--- src/rtl/gpio_pkg.sv ---
// rtl/gpio_pkg.sv - shared constants and helpers for the GPIO input capture block
// Contents: register word addresses, edge-mode encodings, per-bit edge qualifier.
package gpio_pkg;

  localparam logic [1:0] ADDR_DATA = 2'd0;
  localparam logic [1:0] ADDR_RSVD = 2'd1;
  localparam logic [1:0] ADDR_MASK = 2'd2;
  localparam logic [1:0] ADDR_EDGE = 2'd3;

  typedef enum logic [1:0] {
    EDGE_RISE = 2'd0,
    EDGE_FALL = 2'd1,
    EDGE_BOTH = 2'd2
  } edge_mode_e;

  // True when the prev->cur transition of one debounced bit is an edge of the selected kind.
  function automatic logic edge_hit(input logic prev, input logic cur, input edge_mode_e mode);
    logic hit;
    case (mode)
      EDGE_RISE: hit = ~prev & cur;
      EDGE_FALL: hit = prev & ~cur;
      default:   hit = prev ^ cur;
    endcase
    return hit;
  endfunction

endpackage

--- src/rtl/gpio_input_capture_if.sv ---
// rtl/gpio_input_capture_if.sv - Avalon-MM slave register bus plus level IRQ
// Signals: address (word), read/write strobes, writedata, registered readdata, irq.
// master: the Nios II side; slave: gpio_input_capture.
interface gpio_input_capture_if;
  logic [1:0]  address;
  logic        read;
  logic        write;
  logic [31:0] writedata;
  logic [31:0] readdata;
  logic        irq;

  modport master (
    output address, read, write, writedata,
    input  readdata, irq
  );

  modport slave (
    input  address, read, write, writedata,
    output readdata, irq
  );
endinterface

--- src/rtl/gpio_debounce_bit.sv ---
// rtl/gpio_debounce_bit.sv - single-bit 2-flop synchronizer and debounce filter
// Ports: clk_i clock, reset_i sync active-high reset, pin_i raw async input,
//        stable_o debounced level (changes 2 + DEBOUNCE_CYCLES cycles after a clean pin change).
module gpio_debounce_bit #(
  parameter int DEBOUNCE_CYCLES = 500000,
  parameter bit IDLE_LEVEL      = 1'b1
) (
  input  logic clk_i,
  input  logic reset_i,
  input  logic pin_i,
  output logic stable_o
);

  localparam int CW = $clog2(DEBOUNCE_CYCLES);
  localparam logic [CW-1:0] CNT_LAST = CW'(DEBOUNCE_CYCLES - 1);

  logic          sync1_q;
  logic          sync2_q;
  logic          stable_q;
  logic          stable_d;
  logic [CW-1:0] cnt_q;
  logic [CW-1:0] cnt_d;

  // The counter measures how long sync2 has disagreed with stable; any agreement restarts it,
  // so a glitch shorter than DEBOUNCE_CYCLES can never move stable.
  always_comb begin
    stable_d = stable_q;
    cnt_d    = cnt_q;
    if (sync2_q == stable_q) begin
      cnt_d = '0;
    end else if (cnt_q == CNT_LAST) begin
      stable_d = sync2_q;
      cnt_d    = '0;
    end else begin
      cnt_d = cnt_q + CW'(1);
    end
  end

  always_ff @(posedge clk_i) begin
    if (reset_i) begin
      sync1_q  <= IDLE_LEVEL;
      sync2_q  <= IDLE_LEVEL;
      stable_q <= IDLE_LEVEL;
      cnt_q    <= '0;
    end else begin
      sync1_q  <= pin_i;
      sync2_q  <= sync1_q;
      stable_q <= stable_d;
      cnt_q    <= cnt_d;
    end
  end

  assign stable_o = stable_q;

endmodule

--- src/rtl/gpio_input_capture.sv ---
// rtl/gpio_input_capture.sv - debounced GPIO inputs with sticky edge capture and level IRQ
// Ports: CLOCK_50 clock, reset sync active-high, pins_in raw board inputs,
//        avs Avalon-MM slave (data@0, reserved@1, irq_mask@2, edge_capture@3 W1C, irq),
//        debounced_out debounced levels for local fabric.
import gpio_pkg::*;

module gpio_input_capture #(
  parameter int WIDTH           = 4,
  parameter int DEBOUNCE_CYCLES = 500000,
  parameter int EDGE_MODE       = 1,
  parameter bit IDLE_LEVEL      = 1'b1
) (
  input  logic                 CLOCK_50,
  input  logic                 reset,
  input  logic [WIDTH-1:0]     pins_in,
  gpio_input_capture_if.slave  avs,
  output logic [WIDTH-1:0]     debounced_out
);

  localparam logic [1:0] MODE_BITS = EDGE_MODE[1:0];
  localparam edge_mode_e MODE      = edge_mode_e'(MODE_BITS);

  logic [WIDTH-1:0] stable;
  logic [WIDTH-1:0] stable_prev_q;
  logic [WIDTH-1:0] edge_pulse;
  logic [WIDTH-1:0] edge_q;
  logic [WIDTH-1:0] edge_d;
  logic [WIDTH-1:0] mask_q;
  logic [WIDTH-1:0] mask_d;
  logic [WIDTH-1:0] w1c;
  logic [31:0]      rdata_q;
  logic [31:0]      rdata_d;
  logic             irq_q;
  logic             irq_d;

  for (genvar g = 0; g < WIDTH; g++) begin : g_bit
    gpio_debounce_bit #(
      .DEBOUNCE_CYCLES (DEBOUNCE_CYCLES),
      .IDLE_LEVEL      (IDLE_LEVEL)
    ) u_debounce (
      .clk_i    (CLOCK_50),
      .reset_i  (reset),
      .pin_i    (pins_in[g]),
      .stable_o (stable[g])
    );
    assign edge_pulse[g] = edge_hit(stable_prev_q[g], stable[g], MODE);
  end

  always_comb begin
    w1c     = '0;
    mask_d  = mask_q;
    rdata_d = rdata_q;
    if (avs.write && (avs.address == ADDR_EDGE)) begin
      w1c = avs.writedata[WIDTH-1:0];
    end
    if (avs.write && (avs.address == ADDR_MASK)) begin
      mask_d = avs.writedata[WIDTH-1:0];
    end
    // OR-ing the pulse in after the clear makes a same-cycle edge win over W1C.
    edge_d = (edge_q & ~w1c) | edge_pulse;
    irq_d  = |(edge_q & mask_q);
    // Reads sample the current registers, so a same-cycle write is not yet visible.
    if (avs.read) begin
      case (avs.address)
        ADDR_DATA: rdata_d = 32'(stable);
        ADDR_MASK: rdata_d = 32'(mask_q);
        ADDR_EDGE: rdata_d = 32'(edge_q);
        default:   rdata_d = '0;
      endcase
    end
  end

  always_ff @(posedge CLOCK_50) begin
    if (reset) begin
      stable_prev_q <= {WIDTH{IDLE_LEVEL}};
      edge_q        <= '0;
      mask_q        <= '0;
      rdata_q       <= '0;
      irq_q         <= 1'b0;
    end else begin
      stable_prev_q <= stable;
      edge_q        <= edge_d;
      mask_q        <= mask_d;
      rdata_q       <= rdata_d;
      irq_q         <= irq_d;
    end
  end

  assign avs.readdata  = rdata_q;
  assign avs.irq       = irq_q;
  assign debounced_out = stable;

endmodule
--- src/flat_wrapper.sv ---
// flat-port wrapper written by rule: the top's interface ports become plain ports
module gpio_input_capture_flat 
#(
  parameter int WIDTH           = 4,
  parameter int DEBOUNCE_CYCLES = 500000,
  parameter int EDGE_MODE       = 1,
  parameter bit IDLE_LEVEL      = 1'b1
)
  (CLOCK_50, reset, pins_in, debounced_out, avs_address, avs_read, avs_write, avs_writedata, avs_readdata, avs_irq);
  gpio_input_capture_if avs_i ();
  input  logic CLOCK_50;
  input  logic reset;
  input  logic [WIDTH-1:0] pins_in;
  output logic [WIDTH-1:0] debounced_out;
  input wire logic [$bits(avs_i.address)-1:0] avs_address;
  input wire logic [$bits(avs_i.read)-1:0] avs_read;
  input wire logic [$bits(avs_i.write)-1:0] avs_write;
  input wire logic [$bits(avs_i.writedata)-1:0] avs_writedata;
  output wire logic [$bits(avs_i.readdata)-1:0] avs_readdata;
  output wire logic [$bits(avs_i.irq)-1:0] avs_irq;
  assign avs_i.address = avs_address;
  assign avs_i.read = avs_read;
  assign avs_i.write = avs_write;
  assign avs_i.writedata = avs_writedata;
  assign avs_readdata = avs_i.readdata;
  assign avs_irq = avs_i.irq;
  gpio_input_capture #(.WIDTH(WIDTH), .DEBOUNCE_CYCLES(DEBOUNCE_CYCLES), .EDGE_MODE(EDGE_MODE), .IDLE_LEVEL(IDLE_LEVEL)) u_core (.CLOCK_50(CLOCK_50), .reset(reset), .pins_in(pins_in), .avs(avs_i), .debounced_out(debounced_out));
endmodule
--- config.mk ---
export PLATFORM = sky130hd
export DESIGN_NAME = gpio_input_capture_flat
export DESIGN_NICKNAME = d
export VERILOG_FILES = /design/src/rtl/gpio_pkg.sv /design/src/rtl/gpio_input_capture_if.sv /design/src/rtl/gpio_debounce_bit.sv /design/src/rtl/gpio_input_capture.sv /design/src/flat_wrapper.sv
export SDC_FILE = /design/constraint.sdc
export NUM_CORES = 1
export LEC_CHECK = 0
export CORE_MARGIN = 2
export CORE_UTILIZATION = 30
export DETAILED_ROUTE_END_ITERATION = 8
export HOLD_SLACK_MARGIN = 0.08
export SLEW_MARGIN = 30
export SYNTH_ARGS = -nofsm -noshare
export SYNTH_HDL_FRONTEND = slang
export SYNTH_HIERARCHICAL = 1
export SYNTH_SLANG_ARGS = --single-unit
--- constraint.sdc ---
create_clock -name CLOCK_50 -period 3.8 [get_ports CLOCK_50]
set_input_delay 0.95 -clock CLOCK_50 [delete_from_list [all_inputs] [get_ports CLOCK_50]]
set_output_delay 0.95 -clock CLOCK_50 [all_outputs]
set_load 0.02 [all_outputs]
==> metrics.md <==
| Metric | Value |
|---|---|
| Drc violations | 0 |
| Synth warnings | 6 |
| Library cell used as clock root buffer | sky130_fd_sc_hd__clkbuf_16 |
| RSZ-0062 raised after global routing | false |
| Critical Path AT | roughly 1.5 ns |
| Minimum period implied by the final worst setup slack | around 2.5 ns |
| Global-route wire length before repair | 16300 microns |
| Vert. Die Dim | around 130 microns |
| Reported net switching power | around 0.45 mW |
| Uppermost signal routing layer after detailed routing | met5 |
| Startpoint types | register |
| Netlist Area Pre-Place | 5150 sq um |
| Net switching fraction of the power | between 20% and 30% |
| Share of total power in the clock network | roughly two fifths |
| Post-detailed-route via-to-cell ratio | 4.75 |
| TritonRoute pass-1 iters | 4 |
| FF+latch area | 2100 sq um |
| Detailed-placement wirelength estimate | about 6900 microns |
| Number of global-route vias before repair | between 3000 and 4000 |
| Crit path largest cell delay | approximately 0.67 ns |
| WL/cell | 12.1 microns |
| Register area share after synthesis | between 40 and 50% |
| Critical path, cell by cell | clkdlybuf4s50_1 |
| Final count of pins violating max slew | 0 |
| Via count | 3774 |
| Antenna-violating nets left | 0 |
| Slew at the pin closest to its max-slew limit | about 0.60 ns |
| Post-Route WL | just under 10000 microns |
| Count of antenna diodes in the layout | 0 |
| Share of power burned in combinational logic | 4.4% |
| Seq pwr share | 54.8% |
| Per-instance average area after synthesis | roughly 9.5 sq um |
| Core Footprint | around 17000 sq um |
| Delay-heaviest family, CP | buffers and inverters |
| Met2 WL post-DR | roughly 4500 microns |
| Leakage | roughly 2 nW |
| Power density over the cells | ~360 nW/um^2 |
| Cell Rows | between 40 and 50 |
| Primary flip-flop cell chosen by synthesis mapping | sky130_fd_sc_hd__dfxtp_1 |
| Category of the worst setup path capture point | output port |
| Clock insertion delay at the later pin of the skew report | 0.34 ns |
| Met1 Wirelength | approximately 4600 microns |
| CTS clock-pin slew for the worst setup and hold paths | ~0.07 ns |
| Routed length on met3 | approximately 340 microns |
| Area of the multi-input gates | roughly 2800 sq um |
| Share of async-settable or async-resettable flops after synthesis | 0% |
| Status | complete, no violations |
| PnR Total Power | ~2.0 mW |
| Layout Area Growth over Synthesis | 11.2% |
| X dimension of the die | between 100 and 150 microns |
| Sum of buffers and inverters on the critical path | 1 |
| Weighted congestion reported at the end of routability-driven placement | about 0.8 |
| Min-Delay Path Class | reg2reg |
| Post-CTS Hold Fix Bufs | 0 |
| Share of layout cells above drive strength 1 | 14.3% |
| Internal | 1.58 mW |
| Post_cts resized | 0 |
| Yosys reg bits | roughly 110 |
| TritonCTS buffer count | 9 |
| Setup TNS | 0 ns |
| Fill cell count | between 1500 and 2000 |
| Maximum clock skew at final layout | 0.00367 ns |
| Largest voltage drop on the vdd net | 210 uV |
| Count of port buffers added during placement | 22 |
| CTS tree | done |
| Total GRT Usage | approximately 11% |
| Layout Nets | 615 |
| Yosys cell types | 42 |
| Count of final hold-check violations | 0 |
| Largest net degree at the start of global routing | 18 |
| Boundary pin count | 79 |
| Grt total ovfl | 0 |
| Worst-path fanout max | 6 |
| Buffers inserted by post-CTS timing repair | 0 |
| Slowest CP cell | sky130_fd_sc_hd__clkdlybuf4s50_1 |
| DRT iter0 DRCs | ~250 |
| Max H-tree Level | 3 |
| Number of clock sinks | roughly 110 |
| Cell count after synthesis | approximately 540 |
| Number of max-cap violations | 0 |
| Data required time at the worst endpoint | 2.85 ns |
| Slew margin rel. | 60.1% |
| Achievable Freq | 0.406 GHz |
| Initial core utilization | 30.8% |
| Number of buffers on the longest clock path | 2 |
| Number of synthesized flops with an enable pin | 0 |
| Antenna violations before repair | 1 |
| CP Class | reg2out |
| Ratio of final minimum period to clock period | approximately 65% |
| Overall die area | ~18000 sq um |
| Final-report setup violation count | 0 |
power groups by stage:
stage / Clock, mW / Sequential [mW] / Combinational (mW)
floorplan: 0 / 1.14 / 0.0820
global placement: 0 / 1.14 / 0.0886
detailed placement: 0 / 1.14 / 0.0896
CTS: 0.862 / 1.12 / 0.0899
global route: 0.910 / 1.12 / 0.0984
finish: 0.830 / 1.12 / 0.0895
layer usage:
metal  vias to the layer above  GRT usage, %
met5                         -             0
met4                         2          5.61
met3                        14          2.48
met2                        74          18.2
met1                      1785          13.6
li1                       1899             -
cell type report:
cell class	count	share of cell area (%)
Clock inverter	3	0.306
Sequential cell	105	36.7
Timing Repair Buffer	24	4.11
Multi-Input combinational cell	413	48.8
Tap cell	220	4.81
Inverter	16	1.05
Clock buffer	13	4.20
state kept, by name (all words and copies together), names as in the netlist, 4 cells and up:
| signal | cells |
|---|---|
| u_core/g_bit.u_debounce/cnt_q | 76 |
| u_core/avs.readdata | 4 |
| u_core/edge_q | 4 |
| u_core/g_bit.u_debounce/stable_o | 4 |
| u_core/g_bit.u_debounce/sync1_q | 4 |
| u_core/g_bit.u_debounce/sync2_q | 4 |
| u_core/mask_q | 4 |
| u_core/stable_prev_q | 4 |
final timing paths:
check	start	end	slack (ns)	depth (start not counted)
hold reg to reg	u_core/g_bit[3].u_debounce/sync1_q	u_core/g_bit[3].u_debounce/sync2_q	0.41	1
setup reg to reg	u_core/g_bit[1].u_debounce/cnt_q[0]	u_core/g_bit[1].u_debounce/cnt_q[18]	2.05	5
hold / removal	u_core/g_bit[3].u_debounce/sync1_q	u_core/g_bit[3].u_debounce/sync2_q	0.41	1
setup / recovery	u_core/g_bit[0].u_debounce/stable_o	debounced_out[0]	1.33	1
cells by family (layout without fill, tap and decap cells):
| family | after synthesis | after routing | synth area share, % |
|---|---|---|---|
| mux | 8 | 8 | 1.94 |
| xor+xnor | 64 | 64 | 10.9 |
| compound gates | 36 | 36 | 5.76 |
| buf+inv | 52 | 56 | 6.88 |
| simple gates | 273 | 273 | 32.6 |
| flops | 105 | 105 | 40.8 |
| fa+ha+maj | 4 | 4 | 0.972 |
| other cells | 1 | 28 | 0.0729 |
metrics by stage:
step	worst slack, ns	instance area, sq um	util [%]	cells	hold WS (ns)
CTS	1.30	5720	34.3	794	0.409
finish	1.33	5720	34.3	794	0.407
global placement	1.27	5470	32.7	778	0.393
detailed placement	1.21	5470	32.7	778	0.393
global route	1.27	5720	34.3	794	0.421
floorplan	2.10	5250	-	570	0.389
cells in the final DEF (no fill, tap or decap), types with 9 or more instances in the layout:
master                            synthesis  routed
sky130_fd_sc_hd__nor4_1                  20      20
sky130_fd_sc_hd__xnor2_1                 52      52
sky130_fd_sc_hd__xor2_1                  12      12
sky130_fd_sc_hd__clkbuf_16                0       9
sky130_fd_sc_hd__nand3_1                 24      24
sky130_fd_sc_hd__inv_1                   16      16
sky130_fd_sc_hd__clkdlybuf4s50_1          0      22
sky130_fd_sc_hd__or2_2                   12      12
sky130_fd_sc_hd__nor3_1                  24      24
sky130_fd_sc_hd__nor2_1                  88      88
sky130_fd_sc_hd__dfxtp_1                105     105
sky130_fd_sc_hd__and3_1                  12      12
sky130_fd_sc_hd__nand2_1                 31      31
sky130_fd_sc_hd__nor2_2                   9       9
sky130_fd_sc_hd__conb_1                   1      28
cells in the mapped netlist, drive strengths merged, types with 5 or more instances:
| cell type | n | share of area [%] |
|---|---|---|
| dfxtp | 105 | 41 |
| nor2 | 97 | 7.5 |
| xnor2 | 52 | 8.8 |
| buf | 35 | 5.6 |
| nand2 | 31 | 2.3 |
| nand3 | 28 | 3.1 |
| nor4 | 28 | 5.1 |
| nor3 | 24 | 2.3 |
| nand4 | 20 | 5.7 |
| inv | 16 | 1.2 |
| and3 | 12 | 1.5 |
| o21ai | 12 | 2.0 |
| or2 | 12 | 1.5 |
| xor2 | 12 | 2.0 |
| and4 | 8 | 1.5 |
| o221ai | 8 | 1.4 |
| a21oi | 5 | 0.49 |
Power figures use the tool's default switching activity.
